### src/rtl/div_pkg.sv
// Shared definitions for the sequential restoring divider: FSM state
// encoding, default operand width and the divide-by-zero quotient fill.
package div_pkg;

  typedef enum logic [1:0] {
    IDLE = 2'd0,
    CALC = 2'd1,
    DONE = 2'd2
  } div_state_t;

  localparam int DIV_DEFAULT_WIDTH = 8;

  // Replicated across the full quotient width on divide-by-zero.
  localparam logic DIV_DBZ_Q_BIT = 1'b1;

endpackage

### src/rtl/cla_subtractor_w.sv
// Parameterized W-bit carry-lookahead subtractor: diff = a + ~b + 1.
// borrow is high when a < b (no carry out of the top bit).
module cla_subtractor_w #(
  parameter int W = 9
) (
  input  logic [W-1:0] a,
  input  logic [W-1:0] b,
  output logic [W-1:0] diff,
  output logic         borrow
);

  logic [W-1:0] bn;
  logic [W-1:0] g;
  logic [W-1:0] p;
  logic [W:0]   c;

  // Each carry is the flattened lookahead sum of generate terms plus the
  // all-propagate path from the implicit carry-in of 1.
  function automatic logic lookahead(input logic [W-1:0] gg, input logic [W-1:0] pp, input int n);
    logic acc;
    logic term;
    acc = 1'b1;
    for (int k = 0; k < n; k++) acc = acc & pp[k];
    for (int j = 0; j < n; j++) begin
      term = gg[j];
      for (int k = j + 1; k < n; k++) term = term & pp[k];
      acc = acc | term;
    end
    return acc;
  endfunction

  assign bn = ~b;
  assign g  = a & bn;
  assign p  = a ^ bn;

  assign c[0] = 1'b1;
  for (genvar i = 1; i <= W; i++) begin : g_carry
    assign c[i] = lookahead(g, p, i);
  end

  assign diff   = p ^ c[W-1:0];
  assign borrow = ~c[W];

endmodule

### src/rtl/seq_restoring_divider.sv
// Multi-cycle radix-2 restoring divider, one quotient bit per clock.
// Define DIV_SIGNED_EN for two's-complement truncating division.
module seq_restoring_divider
  import div_pkg::*;
#(
  parameter int WIDTH = DIV_DEFAULT_WIDTH,
  parameter int CNT_W = $clog2(WIDTH)
) (
  input  logic             clk,
  input  logic             rst,
  input  logic             start,
  input  logic [WIDTH-1:0] dividend,
  input  logic [WIDTH-1:0] divisor,
  output logic             ready,
  output logic             busy,
  output logic             done,
  output logic [WIDTH-1:0] quotient,
  output logic [WIDTH-1:0] remainder,
  output logic             div_by_zero
);

  div_state_t       state;
  logic [WIDTH-1:0] dvsr;
  logic [WIDTH-1:0] qsr;
  logic [WIDTH-1:0] rem;
  logic [CNT_W-1:0] cnt;

  logic [WIDTH:0]   shifted;
  logic [WIDTH:0]   diff;
  logic             borrow;
  logic [WIDTH-1:0] rem_nx;
  logic [WIDTH-1:0] q_nx;
  logic [WIDTH-1:0] op_dvd;
  logic [WIDTH-1:0] op_dvs;
  logic [WIDTH-1:0] res_q;
  logic [WIDTH-1:0] res_r;
  logic             unused_diff_msb;

  // The dividend shift register doubles as the quotient: its MSB feeds the
  // partial remainder while the new quotient bit enters at the LSB.
  assign shifted = {rem, qsr[WIDTH-1]};

  cla_subtractor_w #(.W(WIDTH + 1)) u_sub (
    .a      (shifted),
    .b      ({1'b0, dvsr}),
    .diff   (diff),
    .borrow (borrow)
  );

  assign rem_nx          = borrow ? shifted[WIDTH-1:0] : diff[WIDTH-1:0];
  assign q_nx            = {qsr[WIDTH-2:0], ~borrow};
  assign unused_diff_msb = diff[WIDTH];

`ifdef DIV_SIGNED_EN
  logic neg_q;
  logic neg_r;

  // Magnitudes are taken at accept; the most-negative value maps onto itself,
  // which as an unsigned magnitude is exactly right.
  assign op_dvd = dividend[WIDTH-1] ? WIDTH'(-dividend) : dividend;
  assign op_dvs = divisor[WIDTH-1]  ? WIDTH'(-divisor)  : divisor;
  assign res_q  = neg_q ? WIDTH'(-q_nx)   : q_nx;
  assign res_r  = neg_r ? WIDTH'(-rem_nx) : rem_nx;

  always_ff @(posedge clk or posedge rst) begin
    if (rst) begin
      neg_q <= 1'b0;
      neg_r <= 1'b0;
    end else if (start && ready) begin
      neg_q <= dividend[WIDTH-1] ^ divisor[WIDTH-1];
      neg_r <= dividend[WIDTH-1];
    end
  end
`else
  assign op_dvd = dividend;
  assign op_dvs = divisor;
  assign res_q  = q_nx;
  assign res_r  = rem_nx;
`endif

  // Control FSM with registered handshake outputs and result registers.
  always_ff @(posedge clk or posedge rst) begin
    if (rst) begin
      state       <= IDLE;
      dvsr        <= '0;
      qsr         <= '0;
      rem         <= '0;
      cnt         <= '0;
      ready       <= 1'b1;
      busy        <= 1'b0;
      done        <= 1'b0;
      quotient    <= '0;
      remainder   <= '0;
      div_by_zero <= 1'b0;
    end else begin
      done <= 1'b0;
      case (state)
        IDLE, DONE: begin
          if (start) begin
            dvsr        <= op_dvs;
            qsr         <= op_dvd;
            rem         <= '0;
            div_by_zero <= 1'b0;
            if (divisor != '0) begin
              state <= CALC;
              cnt   <= CNT_W'(WIDTH - 1);
              ready <= 1'b0;
              busy  <= 1'b1;
            end else begin
              state       <= DONE;
              quotient    <= {WIDTH{DIV_DBZ_Q_BIT}};
              remainder   <= dividend;
              div_by_zero <= 1'b1;
              done        <= 1'b1;
              ready       <= 1'b1;
              busy        <= 1'b0;
            end
          end else begin
            state <= IDLE;
            ready <= 1'b1;
            busy  <= 1'b0;
          end
        end
        CALC: begin
          rem <= rem_nx;
          qsr <= q_nx;
          cnt <= cnt - CNT_W'(1);
          if (cnt == '0) begin
            state     <= DONE;
            quotient  <= res_q;
            remainder <= res_r;
            done      <= 1'b1;
            ready     <= 1'b1;
            busy      <= 1'b0;
          end
        end
        default: begin
          state <= IDLE;
          ready <= 1'b1;
          busy  <= 1'b0;
        end
      endcase
    end
  end

endmodule

### config.mk
export PLATFORM = sky130hd
export DESIGN_NAME = seq_restoring_divider
export DESIGN_NICKNAME = d
export VERILOG_FILES = /design/src/rtl/div_pkg.sv /design/src/rtl/cla_subtractor_w.sv /design/src/rtl/seq_restoring_divider.sv
export SDC_FILE = /design/constraint.sdc
export NUM_CORES = 1
export LEC_CHECK = 0
export BUFFER_PORTS_ARGS = -buffer_cell sky130_fd_sc_hd__clkbuf_2
export CAP_MARGIN = 20
export CORE_MARGIN = 2
export CORE_UTILIZATION = 45
export CTS_BUF_LIST = sky130_fd_sc_hd__clkbuf_4
export DETAILED_ROUTE_END_ITERATION = 8
export GPL_TIMING_DRIVEN = 0
export PLACE_DENSITY = 0.77
export RECOVER_POWER = 25
export SLEW_MARGIN = 10
export SYNTH_ARGS = -nofsm -noshare
export SYNTH_HDL_FRONTEND = slang
export SYNTH_HIERARCHICAL = 1
export SYNTH_SLANG_ARGS = --single-unit
### constraint.sdc
create_clock -name clk -period 2.7 [get_ports clk]
set_input_delay 0.27 -clock clk [delete_from_list [all_inputs] [get_ports clk]]
set_output_delay 0.27 -clock clk [all_outputs]
set_load 0.005 [all_outputs]
==> qor.yml, run 1 <==
final_layout:
  diodes: 0
  final_nets: 329
  fillers: 534
  register_area_um2: 1230
  area_growth_pct: 15.5
  multi_input_area_um2: 1150
  final_cells: 371
  final_layout_size_suffix_gt1_share_pct: 22.4
route:
  ant_nets: 0
  wirelength_um: 5170
  drt_first_pass_iters: 4
  drt_iter0_drc: 112
  via_per_inst: 5.13
  num_vias: 1905
  remaining_drc_errors: 0
  avgRoutedWirePerCell_um: 13.9
worst_hold_path:
  worstHoldStart: "divisor[1]"
  hp-class: "in2reg"
  hold_depth: 3
floorplan:
  io_pins: 39
  core_area_um2: 5470
  row_count: 27
  die-area_um2: 6250
  chipHeight_um: 79.1
  die_width_um: 79.1
  start_util_pct: 46.3
worst_setup_path:
  cp_data_required_time_ps: 2970
  crit_start: "qsr[7]"
  worst-r2r-cell-count: 11
  worstPathArrival_ps: 2750
  rr_startpoint: "qsr[7]"
  crit_type: "reg2reg"
  cp-end-kind: "register"
  critPathMaxFanout: 10
  critPathLaunchType: "register"
power:
  power_frac_comb_pct: 54.6
  p_per_area_nw_per_um2: 1300
  p_leak_nw: 1.51
  netSwitchingFraction_pct: 41.1
  power_frac_clock_pct: 11.5
  power_frac_seq_pct: 34.0
  intPower_w: 0.00225
  switchingPower_w: 0.00157
  ir_drop_uv: 536
timing:
  tightest_slew_ps: 960
  drv_slew: 0
  rsz0062_at_grt: "false"
  fin_crit_ps: 2470
  hold_viol: 0
  slew_headroom_pct: 36.0
  finalSetupTns_ps: 0
  skew_ps: 22.8
  period_share_pct: 91.6
  setup-violations-final: 0
  fmax_mhz: 404
place:
  dp_hpwl_um: 3950
  io_buffers: 38
  globalplace.congestion: 0.833
  dp.cells: 360
clocking:
  numCtsBuffers: 5
  clk_path_buf_depth: 2
  cts-root-buf: "clkbuf_4"
  cts_tree: "yes"
  cts_sinks: 49
  clk_latency_ps: 370
  htree_num_levels: 2
  clkTransAtPathRegs_ps: 160
run:
  drv_cap: 0
synth:
  syn-num-nets: 280
  ys_warn_count: 6
  syn-cell-area_um2: 2530
  avgSynthCellArea_um2: 10.2
  netlist_instances: 249
grt:
  antenna_found_initial: 0
  grt_pass1_vias: 1863
  grt_usage_pct: 18.0
  grt-ovfl-total: 0
  grt_max_degree: 40
  grt_pass1_wl_um: 8770
outcome:
  status: "complete, no violations"
## metal layers
metal	global-route usage, %	up-vias	part of all wire, %	wire length [um]
met5	0	-	0	0
met4	5.34	0	1.5	80
met3	3.41	8	3.2	165
met2	29.4	41	48	2480
met1	24.5	920	47	2450
li1	-	936	-	-
## worst max-delay path: stages (launching register included)
cell and delay (ps):
dfrtp_1 420, inv_1 60, ha_1 340, o211ai_2 220, a21oi_2 120, o41a_1 320, nor2_1 90, clkbuf_4 260
mux2i_1 210, nor2_1 80, a21oi_1 170, mux2i_1 100
## through the flow
step | hold WS, ps | setup slack, ps | util [%] | total power [W] | instance area [um^2]
4_1_cts | 84.9 | 137 | 53.5 | 0.00382 | 2930
6_report | 100 | 228 | 53.5 | 0.00381 | 2930
3_5_place_dp | 191 | 159 | 51.8 | 0.00337 | 2840
2_1_floorplan | 375 | 513 | - | 0.00286 | 2530
5_1_grt | 93.4 | 32.5 | 53.5 | 0.00416 | 2930
3_3_place_gp | 425 | 217 | 51.4 | 0.00330 | 2820
## registers in the layout, indices dropped and copies added (netlist names)
signal,count
done,1
state,2
cnt,3
dvsr,8
quotient,8
ready,1
remainder,8
rem,8
div_by_zero,1
qsr,8
busy,1
## what timing repair did
action | in CTS | in global routing
hold buffers | 1 | 0
buffers inserted | 0 | 2
hold endpoints to repair | 10 | 0
setup endpoints to repair | 0 | 7
gates resized for setup | 0 | 1
## power by group through the flow
stage	clock [W]	combinational [W]	sequential [W]
5_1_grt	0.000479	0.00235	0.00134
4_1_cts	0.000450	0.00207	0.00130
3_5_place_dp	0	0.00205	0.00132
3_3_place_gp	0	0.00199	0.00130
6_report	0.000438	0.00208	0.00130
2_1_floorplan	0	0.00158	0.00127
## worst paths after layout
path	end	slack, ps
setup / recovery	remainder[2]	230
hold / removal	dvsr[1]	100
setup reg to reg	remainder[2]	230
hold reg to reg	cnt[0]	460
max in group asynchronous	rem[6]	1030
min in group asynchronous	quotient[5]	380
## placed cells by master, fill, tap and decap left out, types with 2 or more instances in the layout
| cell | count |
|---|---|
| o22a_1 | 7 |
| dfrtp_1 | 48 |
| clkbuf_2 | 39 |
| and3_1 | 3 |
| or4_4 | 2 |
| nor2b_1 | 3 |
| nor2_1 | 13 |
| nand2_1 | 42 |
| buf_4 | 3 |
| clkbuf_1 | 5 |
| xor2_1 | 3 |
| nand3_1 | 3 |
| o21a_1 | 4 |
| nor3_1 | 2 |
| a21o_1 | 8 |
| nand2b_1 | 4 |
| a22oi_1 | 7 |
| xnor2_1 | 3 |
| mux2i_1 | 17 |
| a21oi_2 | 3 |
| ha_1 | 12 |
| o21ai_0 | 2 |
| inv_1 | 23 |
| clkbuf_4 | 6 |
| buf_6 | 2 |
| a21oi_1 | 13 |
## final cells by class
cell class,instances,share of cell area (%)
Sequential cell,49,41.9
Multi-Input combinational cell,166,39.2
Timing Repair Buffer,42,7.52
Tap cell,72,3.08
Inverter,23,2.95
Buffer,11,2.56
Clock inverter,3,1.50
Clock buffer,5,1.28
No activity file was read; power rests on OpenSTA's default activity.
==> run 2: changes to the inputs <==
--- a/config.mk
+++ b/config.mk
@@ -7,12 +7,13 @@
 export LEC_CHECK = 0
 export BUFFER_PORTS_ARGS = -buffer_cell sky130_fd_sc_hd__clkbuf_2
 export CAP_MARGIN = 20
+export CORE_ASPECT_RATIO = 1.25
 export CORE_MARGIN = 2
-export CORE_UTILIZATION = 45
+export CORE_UTILIZATION = 55
 export CTS_BUF_LIST = sky130_fd_sc_hd__clkbuf_4
 export DETAILED_ROUTE_END_ITERATION = 8
 export GPL_TIMING_DRIVEN = 0
-export PLACE_DENSITY = 0.77
+export PLACE_DENSITY = 0.89
 export RECOVER_POWER = 25
 export SLEW_MARGIN = 10
 export SYNTH_ARGS = -nofsm -noshare
==> run 2 against run 1 <==
Clock power decreased by 18%. Sequential power about the same. Hold slack got worse by 3.2 ps. Cell area decreased by 1.6%. Non-clock buffer count decreased by 2. Setup slack got worse by 76 ps. Combinational power about the same. Final cell count decreased by 4.3%. Count of clock-buffer cells in the layout unchanged. Critical endpoint is now remainder[4]. Largest cell class unchanged.
==> qor.yml, run 2 (same netlist as run 1, synthesis figures left out) <==
outcome:
  status: "complete, no violations"
timing:
  skew_ps: 16.0
  period_share_pct: 94.4
  slew_headroom_pct: 9.50
  drv_slew: 0
  setup-violations-final: 0
  finalSetupTns_ps: 0
  fin_crit_ps: 2550
  tightest_slew_ps: 1360
  hold_viol: 0
  fmax_mhz: 392
  rsz0062_at_grt: "false"
floorplan:
  die_width_um: 64.7
  chipHeight_um: 79.9
  io_pins: 39
  start_util_pct: 57.3
  row_count: 27
  core_area_um2: 4430
  die-area_um2: 5170
place:
  io_buffers: 38
  globalplace.congestion: 0.797
  place_area_um2: 2820
  dp_hpwl_um: 4040
worst_setup_path:
  cp_data_required_time_ps: 2980
  crit_type: "reg2reg"
  cp-end-kind: "register"
  worstPathArrival_ps: 2830
  critPathMaxFanout: 10
  critPathLaunchType: "register"
route:
  num_vias: 1974
  via_per_inst: 5.56
  wirelength_um: 5240
  drt_first_pass_iters: 4
  remaining_drc_errors: 0
  avgRoutedWirePerCell_um: 14.7
  drt_iter0_drc: 114
  ant_nets: 0
grt:
  antenna_found_initial: 0
  grt_usage_pct: 22.2
  grt_pass1_vias: 1975
  grt_max_degree: 33
  grt_pass1_wl_um: 8820
  grt-ovfl-total: 0
final_layout:
  stdcell_area_um2: 2880
  postLayoutCoreUtil_pct: 65.1
  diodes: 0
  layout.cells.most_common_list: "dfrtp_1 (48), nand2_1 (42), clkbuf_2 (38)"
  final_layout_size_suffix_gt1_share_pct: 21.5
  area_growth_pct: 13.7
  multi_input_area_um2: 1150
  final_nets: 327
  fillers: 357
  final_common_cell: "dfrtp_1"
  register_area_um2: 1230
clocking:
  clk_path_buf_depth: 2
  clk_latency_ps: 380
  clkTransAtPathRegs_ps: 160
  cts_resized: 0
  numCtsBuffers: 5
  cts_sinks: 49
  cts_tree: "yes"
  cts-root-buf: "clkbuf_4"
  htree_num_levels: 2
  hold_buffers: 1
  post-cts-setup-buffers: 0
worst_hold_path:
  hp-class: "in2reg"
power:
  p_per_area_nw_per_um2: 1300
  p_leak_nw: 1.49
  ir_drop_uv: 562
run:
  drv_cap: 0
-- run 2: path summary, 6_finish.rpt --
kind | cells after the start | slack, ps | endpoint | start
worst max-delay path | 11 | 150 | remainder[4] | qsr[7]
worst min-delay path | 3 | 100 | dvsr[6] | divisor[6]
worst max register to register | 11 | 150 | remainder[4] | qsr[7]
worst min register to register | 1 | 460 | cnt[0] | cnt[0]
max in group asynchronous | 4 | 420 | remainder[1] | rst
min in group asynchronous | 3 | 490 | cnt[1] | rst
-- run 2: critical path: stages (launching register included) --
cell      delay (ps)
dfrtp_1          440
inv_1             60
ha_1             330
o211ai_2         220
a21oi_2          110
o41a_1           320
nor2_1            80
buf_2            290
mux2i_1          260
nor2_1           100
a21oi_1          150
mux2i_1          100
-- run 2: report_power, final --
part / total (W) / internal, W / leakage (nW) / switching, W
Combinational: 0.00210 / 0.000952 / 0.885 / 0.00115
Clock: 0.000359 / 0.000107 / 0.0318 / 0.000252
Sequential: 0.00130 / 0.00108 / 0.575 / 0.000222
Total: 0.00376 / 0.00214 / 1.49 / 0.00162
-- run 2: final cells by class --
class                      instances  share of cell area (%)
timing repair buffer              40                    7.38
clock buffer                       5                    1.30
inverter                          23                    2.99
clock inverter                     3                   0.868
multi-input combinational        166                    39.8
buffer                            11                    2.52
sequential                        49                    42.6
tap                               58                    2.52
-- run 2: layer usage --
metal / wire [um] / share of wire, % / up-vias / global-route usage, %
li1: - / - / 939 / -
met1: 2110 / 40 / 972 / 25.9
met2: 2760 / 53 / 44 / 38.8
met3: 166 / 3.2 / 19 / 4.23
met4: 206 / 3.9 / 0 / 10.6
met5: 0 / 0 / - / 0
-- run 2: per-stage QoR --
stage	worst slack (ps)	cells	hold WS, ps	total power [W]
5_1_grt	6.95	355	102	0.00407
6_report	151	355	97.1	0.00376
3_3_place_gp	242	345	427	0.00328
3_5_place_dp	186	346	267	0.00341
2_1_floorplan	513	249	375	0.00286
4_1_cts	148	355	88.8	0.00377
